## src/rtl/regfile_mp_clr.sv

```systemverilog
// ---------------------------------------------------------------------------
// regfile_mp_clr
//   Multi-port register file for the CPU datapath: NUM_RD combinational read
//   ports and two write ports (A, B; B wins on an address collision).
//   A clear engine zeroes the array one entry per clock after reset or a
//   flush.  While it runs, ready is low, writes are ignored and every read
//   port returns 0.  Entry 0 can be hardwired to zero (ZERO_REG).  Same-cycle
//   write data can be forwarded to the read ports (BYPASS).
//
// Ports
//   clk    : clock, all state updates on the rising edge
//   rst    : asynchronous active-high reset, restarts the clear engine
//   flush  : synchronous request to re-clear the whole array
//   ready  : 1 = clear finished, reads and writes are valid
//   we_a, wa_a, wd_a : write port A (enable, address, data)
//   we_b, wa_b, wd_b : write port B (enable, address, data), higher priority
//   ra     : packed read addresses, port i = ra[i*ADDR_W +: ADDR_W]
//   rd     : packed read data,      port i = rd[i*DATA_W +: DATA_W]
// ---------------------------------------------------------------------------
module regfile_mp_clr #(
   parameter int DATA_W   = 32,
   parameter int ADDR_W   = 5,
   parameter int NUM_RD   = 2,
   parameter int ZERO_REG = 1,
   parameter int BYPASS   = 1
) (
   input  logic                     clk,
   input  logic                     rst,
   input  logic                     flush,
   output logic                     ready,
   input  logic                     we_a,
   input  logic [ADDR_W-1:0]        wa_a,
   input  logic [DATA_W-1:0]        wd_a,
   input  logic                     we_b,
   input  logic [ADDR_W-1:0]        wa_b,
   input  logic [DATA_W-1:0]        wd_b,
   input  logic [NUM_RD*ADDR_W-1:0] ra,
   output logic [NUM_RD*DATA_W-1:0] rd
);

   localparam int               DEPTH = 1 << ADDR_W;
   localparam logic [ADDR_W-1:0] LAST  = ADDR_W'(DEPTH - 1);

   typedef enum logic {CLEAR, RUN} state_t;

   state_t              state_reg;
   logic [ADDR_W-1:0]   clr_cnt_reg;
   logic                ready_reg;

   logic [DATA_W-1:0]   mem [DEPTH];

   logic                wr_a;
   logic                wr_b;

   // ------------------------------------------------------------------
   // Clear engine / mode FSM.  ready is registered and tracks RUN.
   // ------------------------------------------------------------------
   always_ff @(posedge clk or posedge rst) begin
      if (rst) begin
         state_reg   <= CLEAR;
         clr_cnt_reg <= '0;
         ready_reg   <= 1'b0;
      end else begin
         case (state_reg)
            CLEAR: begin
               if (flush) begin
                  clr_cnt_reg <= '0;
               end else begin
                  clr_cnt_reg <= clr_cnt_reg + 1'b1;
                  if (clr_cnt_reg == LAST) begin
                     state_reg <= RUN;
                     ready_reg <= 1'b1;
                  end
               end
            end
            RUN: begin
               if (flush) begin
                  state_reg   <= CLEAR;
                  clr_cnt_reg <= '0;
                  ready_reg   <= 1'b0;
               end
            end
            default: begin
               state_reg   <= CLEAR;
               clr_cnt_reg <= '0;
               ready_reg   <= 1'b0;
            end
         endcase
      end
   end

   assign ready = ready_reg;

   // ------------------------------------------------------------------
   // Write qualification.  A flush edge in RUN drops the user writes, and
   // port A yields to port B when both hit the same address.
   // ------------------------------------------------------------------
   always_comb begin
      wr_a = ready_reg && !flush && we_a;
      wr_b = ready_reg && !flush && we_b;
      if (ZERO_REG != 0) begin
         if (wa_a == '0) wr_a = 1'b0;
         if (wa_b == '0) wr_b = 1'b0;
      end
      if (we_b && (wa_b == wa_a)) wr_a = 1'b0;
   end

   // Storage array: no reset, the clear engine is what initialises it.
   always_ff @(posedge clk) begin
      if (state_reg == CLEAR) begin
         mem[clr_cnt_reg] <= '0;
      end else begin
         if (wr_a) mem[wa_a] <= wd_a;
         if (wr_b) mem[wa_b] <= wd_b;
      end
   end

   // ------------------------------------------------------------------
   // Read ports: array, then A forward, then B forward (B overrides A);
   // not-ready and the hardwired zero entry force 0 last.
   // ------------------------------------------------------------------
   genvar gi;
   generate
      for (gi = 0; gi < NUM_RD; gi++) begin : g_rd
         logic [ADDR_W-1:0] addr;
         logic [DATA_W-1:0] data;

         assign addr = ra[gi*ADDR_W +: ADDR_W];

         always_comb begin
            data = mem[addr];
            if (BYPASS != 0 && !flush) begin
               if (we_a && (wa_a == addr)) data = wd_a;
               if (we_b && (wa_b == addr)) data = wd_b;
            end
            if (!ready_reg) data = '0;
            if (ZERO_REG != 0 && addr == '0) data = '0;
         end

         assign rd[gi*DATA_W +: DATA_W] = data;
      end
   endgenerate

endmodule

```

## config.mk

```make
export PLATFORM = sky130hd
export DESIGN_NAME = regfile_mp_clr
export DESIGN_NICKNAME = d
export VERILOG_FILES = /design/src/rtl/regfile_mp_clr.sv
export SDC_FILE = /design/constraint.sdc
export NUM_CORES = 2
export LEC_CHECK = 0
export CAP_MARGIN = 20
export CORE_UTILIZATION = 35
export CTS_CLUSTER_DIAMETER = 30
export DETAILED_ROUTE_END_ITERATION = 10
export SYNTH_ARGS = -nofsm -noshare
export SYNTH_HDL_FRONTEND = slang
export SYNTH_SLANG_ARGS = --single-unit
```

## constraint.sdc

```tcl
create_clock -name clk -period 4.7 [get_ports clk]
set_clock_uncertainty 0.05 [all_clocks]
set_input_delay 1.175 -clock clk [delete_from_list [all_inputs] [get_ports clk]]
set_output_delay 1.175 -clock clk [all_outputs]
set_load 0.02 [all_outputs]
```

# --- Word-level counts from Yosys, hierarchy flattened ---
# Memories as Yosys holds them, arrays and structs flattened.
# Index checks and enable logic that the tools add are counted.
totals:
  n_memories: 1
  word_cells: 64
  ramBits: 1024
  out_inout_bits: 65
  input_bits: 89
  reg_bits: 7
mem_list:
  columns: ["memory", "words", "word_bits", "rd", "rd_clocked_by_memory_dff", "wr", "line_no", "source"]
  rows:
  - ["mem", 32, 32, 2, 0, 2, "50", "logic [DATA_W-1:0] mem [DEPTH];"]
op_classes:
  reduce_logical: 15
  mux: 34
  eq_ne: 9
  addsub: 1
  bitwise: 1
ops:
  columns: ["operator", "count"]
  rows:
  - ["32-bit 2-to-1 mux", 11]
  - ["32-bit OR reduction", 1]
  - ["5-bit == test", 5]
  - ["5-bit zero test", 4]
  - ["1-bit 2-to-1 mux", 17]
  - ["5-bit 2-to-1 mux", 3]
  - ["5-bit one-hot mux with 2 select lines", 1]
  - ["1-bit logical AND", 8]
  - ["2-bit inequality test, second input constant", 3]
  - ["5-bit by 1-bit adder with 5-bit output, second input constant", 1]
  - ["5-bit == test, second input constant", 1]
  - ["1-bit one-hot mux with 2 select lines", 2]
  - ["3-bit AND reduction", 1]
  - ["1-bit zero test", 1]
  - ["1-bit inverter", 1]

# --- Logic depth before layout (Yosys ltp) ---
depth:
  depth_word: 10
  ltp_mapped: 10
  depth_no_buf: 6

# --- Least setup slack after synthesis ---
# OpenSTA, ideal clock, no wires.
synth_path:
  path_type: "input-to-reg"
  start: "input port wa_a[2]"
  end: "memory mem[12][0], enable pin"
  path_slack_ns: -0.053
  stages: 10
  arrival_ns: 4.270
  setup_ns: 0.433
  required_time_ns: 4.217
  n_path_buf: 4
  cell_sequence: "buf_4 -> xor2_1 -> nor4_2 -> a221oi_4 -> buf_6 -> buf_6 -> buf_12 -> nor3_2 -> a41oi_2 -> o22ai_1"
synth_rtl:
  columns: ["item", "line_no", "source"]
  rows:
  - ["start: declaration", "32", "input logic [ADDR_W-1:0] wa_a,"]
  - ["end: declaration", "50", null]

# --- Worst setup path in the final report ---
layout_path:
  start: "input port wa_b[2]"
  end: "output port rd[2]"
layout_between:
  elab_chain_cells: 6
layout_rtl:
  columns: ["item", "line_no", "source"]
  rows:
  - ["start: declaration", "35", "input logic [ADDR_W-1:0] wa_b,"]
  - ["5-bit == test", "134", "if (we_b && (wa_b == addr)) data = wd_b;"]
  - ["1-bit logical AND", "134", null]
  - ["32-bit 2-to-1 mux", "134", null]
  - ["32-bit 2-to-1 mux", "132", "if (BYPASS != 0 && !flush) begin"]
  - ["32-bit 2-to-1 mux", "136", "if (!ready_reg) data = '0;"]
  - ["32-bit 2-to-1 mux", "137", "if (ZERO_REG != 0 && addr == '0) data = '0;"]
  - ["end: declaration", "38", "output logic [NUM_RD*DATA_W-1:0] rd"]
# Every way passes these cells.

==> implementation parameters <==
Parameter                              Value

STA
  Setup-failing EPs final    17
  Max Freq    207.0 MHz
  Minimum clock period    4.830 ns
  RSZ-0062 raised after global routing    true
  Final hold viol count    0
  Share of the clock period used by the worst path    1.028
  Fin worst setup slack    -0.1299 ns
  Hold slack    0.5975 ns
  Number of max-slew violations in the final report    0
  Worst rel slew slack    0.2026
  Pin slew with the least headroom to its limit    1.196 ns

Synth
  Most common flop cell mapped by yosys    sky130_fd_sc_hd__edfxtp_1
  Count of flip-flops with a built-in enable after synthesis    between 1000 and 1500
  Proportion of synthesized flip-flops having asynchronous set or reset    0.006790
  Yosys reg bits    between 1000 and 1500
  Synthesized net count    5600
  Avg Cell Area, Syn    11.03 µm²
  Cell taking the most area after synthesis    sky130_fd_sc_hd__edfxtp_1
  Dominant cell by count in the synthesized netlist    sky130_fd_sc_hd__nand2_1
  Number of instances in the synthesized netlist    5509
  Most instantiated cells after synthesis    sky130_fd_sc_hd__nand2_1 (1037), sky130_fd_sc_hd__edfxtp_1 (1024), sky130_fd_sc_hd__o21ai_0 (1001)
  Yosys synthesis warning count    0
  Cell types with the largest area share after synthesis    sky130_fd_sc_hd__edfxtp_1 (51%), sky130_fd_sc_hd__mux4_2 (9.5%), sky130_fd_sc_hd__mux2i_1 (8.4%), sky130_fd_sc_hd__o21ai_0 (8.2%), sky130_fd_sc_hd__nand2_1 (6.4%)
  Portion of the post-synthesis area used by sequential elements    0.5088
  Synth unique cells    68
  Synthesized cell area    0.06078 mm²
  Fraction of synthesized cell area taken by the top area cell type    0.5059

Floorplanning
  Count of boundary I/O pins    154
  Die outline width    418.7 µm
  Overall die area    0.1753 mm²
  Overall die height    approximately 420 µm
  Initial core utilization    0.3532
  Placeable core region    0.1721 mm²
  Number of rows created at floorplan    152

Worst hold path
  Start point of the worst min-delay path    clr_cnt_reg[0]
  Class of the worst hold path    reg2reg
  Worst hold path depth    2
  Destination of the worst hold path    clr_cnt_reg[0]

Drt
  Average wire per cell in the routed design    about 33 µm
  Iter 0 DRT Violations    between 9000 and 10000
  Drt total wl    280.5 mm
  Detailed-routing iteration count for the pre-antenna-repair pass    7
  Number of design rule violations left after detail routing    0
  Count of vias placed by the detailed router    about 54000
  Via-to-Cell Ratio    6.396
  Remaining antenna violation count after routing    0

Final layout
  Post-layout instance count excluding filler cells    8423
  Area added between synthesis and finish    30.53%
  Number of filler instances in the final layout    around 15000
  Flip-flop count of the largest register, all copies and words added    between 1000 and 1500
  Net count reported at finish    5988
  Proportion of layout cells with a drive suffix above 1    0.2564

CTS
  Clock buffers created by TritonCTS    238
  Clock tree from TritonCTS    yes
  Worst-skew pair later-pin latency    0.88 ns
  CTS sink count    1031
  Hold buffer count at CTS    0
  Clock edge transition at the registers on the reported setup and hold paths    ~0.040 ns
  Clock root buffer master    sky130_fd_sc_hd__clkbuf_16
  Number of levels in the clock H-tree    4
  Maximum buffer depth of the clock tree    3

Setup path
  Element type at the critical path start    input port
  End of the worst register-to-register path    mem[2][27]
  Critical Path, Cell by Cell    buf_2 > xor2_1 > nor4_2 > buf_4 > and3_4 > nor3_4 > buf_6 > buf_16 > a22oi_2 > o211ai_1 > buf_4
  Element type at the critical path end    primary output
  Register-to-register setup slack    approximately 1.2 ns
  CP dominant cell by count    sky130_fd_sc_hd__buf_4
  Beginning of the worst register-to-register path    ready
  Required time of the critical path    3.47 ns
  Biggest fanout along the worst timing path    6
  Arrival time of the worst setup path    3.60 ns
  Critical path start-end classification    in2out
  Depth of the most critical reg-to-reg path    7
  Cell type of the slowest stage on the worst timing path    sky130_fd_sc_hd__o211ai_1
  Slowest Stage Delay on Critical Path    between 0.7 and 0.8 ns

Outcome
  Failing checks    negative setup slack
  Outcome    finished with violations

Global routing
  Number of global-route vias before repair    about 52000
  Largest net degree at the start of global routing    65
  First-pass GRT wire length    385.1 mm
  Total grt overflow    0
  Initial antenna violation count    11
  GR Util All Layers    0.3121

Placed design
  Count of input and output buffers    between 150 and 200
  Placer Congestion    0.9776
  Total placed cells including tap cells    7910
  Estimated wirelength of the detail-placed design    approximately 170 mm

Flow run
  Max Cap Violations    0

Pwr
  Max IR drop VDD    between 0.4 and 0.5 mV
  Power per cell area    383.7 mW/mm²
  Static leakage    25.95 nW
[final cells by class]
class	instances	area, µm²	area share
Clock inverter	188	2367	0.02984
Sequential cell	1031	30920	0.3898
Multi-Input combinational cell	3748	27720	0.3494
Antenna cell	6	15.01	0.0001892
Clock buffer	262	6067	0.07647
Timing Repair Buffer	832	9179	0.1157
Tap cell	2310	2890	0.03643
Inverter	46	173.9	0.002192
[worst max-delay path by stage]
stage	startpoint	end	slack (ns)	cells past startpoint
floorplan	wa_a[2]	mem[12][0]	-0.05	10
global placement	wa_b[3]	rd[3]	-0.80	11
detailed placement	wa_b[3]	rd[6]	-0.72	11
CTS	ra[0]	rd[2]	-0.07	12
global route	ra[6]	rd[46]	-0.08	12
finish	wa_b[2]	rd[2]	-0.13	11
[cell families after synthesis]
group	Yosys count	synth area share
adder cells (fa/ha/maj)	2	0.0004116
flip-flops	1031	0.5088
XOR/XNOR	27	0.003890
buffers and inverters	730	0.05208
multiplexers	769	0.1795
AO/OA/AOI/OAI	1704	0.1695
AND/OR/NAND/NOR	1246	0.08586
[critical path: cells and delay by family]
kind	cells	cell delay [ns]
xor gates and xnor gates	1	0.19
buffers and inverters	5	0.85
and+or+nand+nor	3	0.49
AOI/OAI and AO/OA	2	0.89
[what timing repair did]
| action | 4_1_cts | 5_1_grt |
|---|---|---|
| hold endpoints to repair | 0 | 0 |
| setup endpoints to repair | 64 | 56 |
| cloned | 8 | 3 |
| buffers inserted | 47 | 10 |
| gates resized for setup | 238 | 81 |
| pin swaps | 49 | 36 |
[routing by layer]
layer | part of all wire | GRT usage | vias to the layer above
met1 | 0.34 | 0.3903 | 26090
li1 | - | - | 21970
met4 | 0.080 | 0.2133 | 4
met5 | 0.00096 | 0 | -
met3 | 0.16 | 0.1107 | 1138
met2 | 0.42 | 0.4502 | 4672
[stage by stage]
| stage | area [µm²] | setup TNS [ns] | utilization | power [mW] | worst slack, ns |
|---|---|---|---|---|---|
| 2_1_floorplan | 60810 | -12.81 | - | 11.60 | -0.05293 |
| 3_3_place_gp | 69620 | -30.09 | 0.4045 | 13.05 | -0.8003 |
| 3_5_place_dp | 69620 | -27.57 | 0.4045 | 13.05 | -0.7215 |
| 4_1_cts | 79090 | -0.1437 | 0.4595 | 30.30 | -0.06674 |
| 5_1_grt | 79330 | -0.7719 | 0.4609 | 30.92 | -0.08177 |
| 6_report | 79340 | -0.6292 | 0.4610 | 30.44 | -0.1299 |
[where the power goes]
group	internal (mW)	leakage, nW	switching (mW)	total [mW]
sequential	10.1	7.69	0.0508	10.2
combinational	1.17	14.2	1.80	2.97
clock	11.6	4.03	5.72	17.3
[placed cells by master, fill, tap and decap left out, types with 24 or more instances in the layout]
cell type / instances
sky130_fd_sc_hd__buf_12: 178
sky130_fd_sc_hd__bufinv_16: 42
sky130_fd_sc_hd__clkinv_2: 42
sky130_fd_sc_hd__o221ai_1: 226
sky130_fd_sc_hd__clkinv_1: 41
sky130_fd_sc_hd__mux2i_1: 511
sky130_fd_sc_hd__nand2_1: 1032
sky130_fd_sc_hd__or3_1: 74
sky130_fd_sc_hd__inv_1: 42
sky130_fd_sc_hd__clkbuf_16: 244
sky130_fd_sc_hd__mux4_2: 257
sky130_fd_sc_hd__buf_6: 34
sky130_fd_sc_hd__o21ai_0: 999
sky130_fd_sc_hd__o211ai_1: 44
sky130_fd_sc_hd__nor2_4: 33
sky130_fd_sc_hd__o22ai_1: 114
sky130_fd_sc_hd__o22ai_4: 33
sky130_fd_sc_hd__a21o_1: 24
sky130_fd_sc_hd__clkdlybuf4s50_1: 66
sky130_fd_sc_hd__a21oi_1: 115
sky130_fd_sc_hd__a22oi_1: 47
sky130_fd_sc_hd__edfxtp_1: 1024
sky130_fd_sc_hd__clkinvlp_4: 27
sky130_fd_sc_hd__buf_4: 487
No activity file was read; power rests on OpenSTA's default activity.
